### src/rtl/hs_data_rx.sv
// Receive side of a 4-phase req/ack handshake: synchronizes req_in, captures data_in
// into a one-entry output register and presents it downstream with valid/ready.
`timescale 1ns/1ps

module hs_data_rx #(
  parameter int DW          = 32,
  parameter int SYNC_STAGES = 2,
  parameter int CNT_W       = 16
) (
  input  logic             clk,
  input  logic             rst,
  input  logic             req_in,
  input  logic [DW-1:0]    data_in,
  output logic             ack_out,
  output logic [DW-1:0]    dout,
  output logic             dout_valid,
  input  logic             dout_ready,
  output logic             stall,
  output logic [CNT_W-1:0] xfer_cnt
);

  if (SYNC_STAGES < 2) begin : g_bad_sync
    $error("hs_data_rx: SYNC_STAGES must be at least 2");
  end

  typedef enum logic [1:0] {
    IDLE     = 2'b01,
    ACK_HIGH = 2'b10
  } state_t;

  state_t                 state_r;
  state_t                 state_nxt_s;
  logic [SYNC_STAGES-1:0] sync_r;
  logic                   req_s;
  logic                   cap_ok_s;
  logic                   capture_s;
  logic                   stall_s;
  logic                   ack_r;
  logic [DW-1:0]          dout_r;
  logic                   dout_valid_r;
  logic [CNT_W-1:0]       xfer_cnt_r;

  assign req_s    = sync_r[SYNC_STAGES-1];
  assign cap_ok_s = ~dout_valid_r | dout_ready;

  // req_in synchronizer chain; data_in is deliberately not synchronized
  always_ff @(posedge clk or posedge rst) begin
    if (rst) begin
      sync_r <= {SYNC_STAGES{1'b0}};
    end else begin
      sync_r <= {sync_r[SYNC_STAGES-2:0], req_in};
    end
  end

  // State register; ack is its own flop so the remote side never sees decode glitches
  always_ff @(posedge clk or posedge rst) begin
    if (rst) begin
      state_r <= IDLE;
      ack_r   <= 1'b0;
    end else begin
      state_r <= state_nxt_s;
      ack_r   <= (state_nxt_s == ACK_HIGH);
    end
  end

  // Next-state, capture strobe and stall decode
  always_comb begin
    state_nxt_s = IDLE;
    capture_s   = 1'b0;
    stall_s     = 1'b0;
    case (state_r)
      IDLE: begin
        if (req_s && cap_ok_s) begin
          state_nxt_s = ACK_HIGH;
          capture_s   = 1'b1;
        end else begin
          state_nxt_s = IDLE;
          stall_s     = req_s;
        end
      end
      ACK_HIGH: begin
        if (req_s) begin
          state_nxt_s = ACK_HIGH;
        end else begin
          state_nxt_s = IDLE;
        end
      end
      default: begin
        state_nxt_s = IDLE;
      end
    endcase
  end

  // Output register and transfer counter; a capture overrides a same-cycle drain
  always_ff @(posedge clk or posedge rst) begin
    if (rst) begin
      dout_r       <= {DW{1'b0}};
      dout_valid_r <= 1'b0;
      xfer_cnt_r   <= {CNT_W{1'b0}};
    end else if (capture_s) begin
      dout_r       <= data_in;
      dout_valid_r <= 1'b1;
      xfer_cnt_r   <= xfer_cnt_r + {{(CNT_W-1){1'b0}}, 1'b1};
    end else if (dout_valid_r && dout_ready) begin
      dout_valid_r <= 1'b0;
    end else begin
      dout_valid_r <= dout_valid_r;
    end
  end

  assign ack_out    = ack_r;
  assign dout       = dout_r;
  assign dout_valid = dout_valid_r;
  assign stall      = stall_s;
  assign xfer_cnt   = xfer_cnt_r;

endmodule

### config.mk
export PLATFORM = sky130hd
export DESIGN_NAME = hs_data_rx
export DESIGN_NICKNAME = d
export VERILOG_FILES = /design/src/rtl/hs_data_rx.sv
export SDC_FILE = /design/constraint.sdc
export NUM_CORES = 1
export LEC_CHECK = 0
export BUFFER_PORTS_ARGS = -buffer_cell sky130_fd_sc_hd__buf_2
export CAP_MARGIN = 30
export CORE_MARGIN = 5
export CORE_UTILIZATION = 37
export CTS_CLUSTER_DIAMETER = 120
export DETAILED_ROUTE_END_ITERATION = 10
export GPL_TIMING_DRIVEN = 0
export PLACE_DENSITY = 0.74
export SLEW_MARGIN = 10
export SYNTH_ARGS = -nofsm -noshare
export SYNTH_HDL_FRONTEND = slang
export SYNTH_SLANG_ARGS = --single-unit
### constraint.sdc
create_clock -name clk -period 1.95 [get_ports clk]
set_input_delay 0.0975 -clock clk [delete_from_list [all_inputs] [get_ports clk]]
set_output_delay 0.0975 -clock clk [all_outputs]
set_load 0.02 [all_outputs]
# Word level (Yosys, flattened, before mapping)
# Cells that the tools add are included.
dict set report totals {
  n_memories 0
  latchBits 0
  inputBits 36
  elab_cells 24
  romBits 0
  output_inout_bits 51
  ff_bits 54
  ramBits 0
}
dict set report classes {
  magnitude_cmp 0
  n_mux 9
  reduce_logical 3
  n_mul 0
  addsub 1
  div_mod_pow 0
  bitwise 2
  eq_ne 3
  n_shift 0
}
# cell n
set op_table {}
lappend op_table {{$add A16 B1 Y16 const B} 1}
lappend op_table {{$mux W1} 6}
lappend op_table {{$eq A2 B2 Y1 const B} 2}
lappend op_table {{$mux W2} 2}
lappend op_table {{$pmux W2 S2} 1}
lappend op_table {{$eq A2 B1 Y1 const B} 1}
lappend op_table {{$logic_and A1 B1 Y1} 2}
lappend op_table {{$reduce_bool A2 Y1} 1}
lappend op_table {{$not A1 Y1} 1}
lappend op_table {{$or A1 B1 Y1} 1}

# Logic depth before layout (Yosys ltp)
dict set report logic_depth {
  word_depth 6
  ltp_mapped 8
  depth_no_buf 6
}

# Least setup slack after synthesis
# No wires, ideal clock.
dict set report synth_path {
  path_type {flip-flop to flip-flop}
  start {register state_r[0]}
  end {register dout_r[10], in the netlist dout[10]}
  arrival_ns 1.535
  period_less_slack_ns 1.660
  path_stages_with_launch 7
  path_slack_ns 0.290
  n_path_buf 2
  setup_time_ns 0.125
  path_cell_list {dfstp_2 > ha_1 > nand2_4 > nor2_4 > buf_6 > buf_6 > mux2_4}
}
dict set report synth_between {
  elab_chain_len 2
}
# element line
set synth_rtl {}
lappend synth_rtl {{start, declared} 31} ;# state_t state_r;
lappend synth_rtl {{start signal, assigned} 61} ;# state_r <= state_nxt_s;
lappend synth_rtl {{$eq A2 B1 Y1} 71} ;# case (state_r)
lappend synth_rtl {{$mux W1} 71}
lappend synth_rtl {{end signal, assigned} 97} ;# dout_r <= {DW{1'b0}};
lappend synth_rtl {{end signal, assigned} 101} ;# dout_r <= data_in;
lappend synth_rtl {{end, declared} 39} ;# logic [DW-1:0] dout_r;
# No other way between the ends.
# A chain may end at the register's enable or synchronous reset.

# Worst setup path in the final report
# Same ends and word-level chain as after synthesis.

==> impl_metrics.yaml <==
synthesis:
  synthCells: 146
  ys_seq_area_frac: 0.601
  synthesis.area_um2: 2250
  synth_top_area_share: 0.590
  yosysWarningCount: 0
  synth_area_per_cell_um2: 15.4
  synth_top_cell_by_area: "dfrtp_1"
  synth-main-ff-cell: "dfrtp_1"
  synth.most_common_cell: "dfrtp_1"
  synth_edf_count: 0
  yosys-top-cells-area: "dfrtp_1 59%, mux2_4 10%, mux2_2 9.0%, xnor2_1 4.7%, nor4_4 1.9%"
  synth_commonest_cells: "53 x dfrtp_1, 18 x mux2_2, 15 x mux2_4"
  ys_seq_elements: 54
  syn-num-nets: 185
  synth_cell_types: 29
  async_flop_share: 1.00
worst_setup_path:
  cp_common_cell: "buf_6"
  start_kind: "register"
  cp_top_family: "flip-flops"
  cp-end-kind: "register"
  crit_start: "state_r[0]"
  critPathKind: "reg -> reg"
  arrival_ns: 1.96
  r2r-start: "state_r[0]"
  max_stage_delay_ns: 0.54
  path_buf_inv: 2
  cpMaxStageDelayCell: "dfstp_2"
  crit_path_max_fanout: 10
  required_ns: 2.14
  cp_cell_sequence: "ha_1 > nand2_4 > nor2_4 > buf_6 > buf_6 > mux2_4"
timing:
  fmax_mhz: 564
  rsz0062_at_grt: "false"
  skew_ns: 0.00408
  slew-limit-headroom: 0.656
  setup_viol_count_final: 0
  worst_slack_ns: 0.177
  tightest_slew_ns: 0.516
  whs_ns: 0.0202
  period_share: 0.909
  tns_ns: 0
  final.min_clock_period_ns: 1.77
  slew_violations: 0
  timing.final.hold_violations: 0
power_and_ir_drop:
  p_comb_frac: 0.463
  internal-power_mw: 2.86
  power_switching_mw: 1.76
  swShare: 0.380
  p_per_area_nw_per_um2: 1580
  power_frac_seq: 0.401
  leakagePower_nw: 1.43
  p_clk_frac: 0.136
  ir_worst_vdd_uv: 641
grt:
  grt_pass1_vias: 1565
  grt_usage: 0.123
  antenna_found_initial: 0
  grt_max_degree: 33
  grt_pass1_wl_um: 7360
  overflow: 0
worst_hold_path:
  hold_path.class: "in -> reg"
  hold_start: "data_in[14]"
layout:
  fillers: 556
  fin_area_um2: 2920
  antennaDiodeCount: 0
  drive_gt1_frac: 0.567
  nets: 283
  synthToLayoutAreaGrowth_pct: 30.0
  finalCoreUtilization: 0.494
flow_run:
  maxCapViolCount: 0
placement:
  dp_hpwl_um: 3300
  port_buffers: 86
  placedInstanceArea_um2: 2790
  place_congestion: 0.716
  dp_slack_ns: 0.170
floorplan:
  die_w_um: 88.0
  initial_core_util: 0.380
  die_y_um: 88.0
  row_count: 28
  pin_count: 87
  coreArea_um2: 5920
  die-area_um2: 7740
drt:
  drt-total-wl_um: 4440
  dr_total_vias: 1477
  drt-initial-drc-count: 39
  dr.pass1.iters: 4
  drc: 0
  wl_per_cell_um: 13.9
  antenna_left: 0
  via_per_inst: 4.62
clocking:
  numClockSinks: 54
  cts_tree: "done"
  clkTransAtPathRegs_ns: 0.09
  ctsHtreeMaxLevel: 2
  ctsResizeCount: 0
  clock-root-buffer: "clkbuf_8"
  cts_buffer_depth: 2
  cts_buffers: 5
  clkLatencyLatePin_ns: 0.30
outcome:
  status: "finished clean"
-- cell usage in the layout, fill, tap and decap left out, drive strengths merged --
cell type	instances
dfstp	1
mux2	33
a21boi	1
clkbuf	8
and3	3
o21bai	1
nand4	3
nand2	6
buf	91
nor3b	1
and4	1
dfrtp	53
nand2b	1
and4bb	1
nor2	3
nand3	7
a21oi	1
inv	4
nor4	2
xnor2	12
nor3	1
nor2b	1
xor2	3
dlygate4sd3	4
ha	3
-- per-layer routing --
metal	up-vias	routed length (um)	GRT usage
met1	731	1740	0.145
met4	0	58	0.0377
li1	693	-	-
met3	6	361	0.0470
met2	47	2280	0.208
met5	-	0	0
-- power by group through the flow --
stage | Clock [mW] | Sequential (mW) | Combinational (mW)
4_1_cts | 0.662 | 1.86 | 2.18
3_5_place_dp | 0 | 1.88 | 2.18
2_1_floorplan | 0 | 2.39 | 0.991
6_report | 0.628 | 1.85 | 2.14
3_3_place_gp | 0 | 1.85 | 2.14
5_1_grt | 0.711 | 1.93 | 2.31
-- final timing paths --
path                              end  slack (ns)  depth (start not counted)
max in group asynchronous  state_r[0]        0.97                          4
min                          dout[14]        0.02                          2
max reg2reg                  dout[10]        0.18                          6
max                          dout[10]        0.18                          6
min in group asynchronous    dout[20]        0.38                          3
min reg2reg                 sync_r[1]        0.36                          0
-- cell type report --
type / count / area [um^2] / share of cell area
Sequential cell: 54 / 1350 / 0.463
Multi-Input combinational cell: 84 / 840 / 0.287
Timing Repair Buffer: 91 / 490 / 0.168
Tap cell: 75 / 93.8 / 0.0321
Clock buffer: 8 / 90.1 / 0.0308
Buffer: 4 / 42.5 / 0.0145
Inverter: 4 / 15.0 / 0.00513
-- sequential cells by signal, summed over array words and instances, names as in the netlist --
signal,cells
ack_out,1
dout,32
dout_valid,1
state_r,2
sync_r,2
xfer_cnt,16
-- metrics by stage --
stage / cells / power (mW)
final: 320 / 4.62
after global routing: 320 / 4.94
after CTS: 318 / 4.70
after detailed placement: 308 / 4.05
after global placement: 307 / 3.99
after floorplan: 146 / 3.39
-- logic make-up after synthesis --
| family | after synthesis | synth area share |
|---|---|---|
| muxes | 33 | 0.190 |
| adders and majority gates | 3 | 0.0167 |
| buffers and inverters | 8 | 0.0256 |
| AOI/OAI and AO/OA | 3 | 0.00890 |
| DFF | 54 | 0.601 |
| xor gates and xnor gates | 15 | 0.0584 |
| and+or+nand+nor | 30 | 0.0990 |
-- what timing repair did --
| action | in CTS | in global routing |
|---|---|---|
| buffers inserted | 0 | 0 |
| hold endpoints to repair | 23 | 2 |
| hold buffers | 2 | 2 |
| endpoints found under the setup margin | 0 | 0 |
Note: power is estimated with default switching activity, not from simulation.
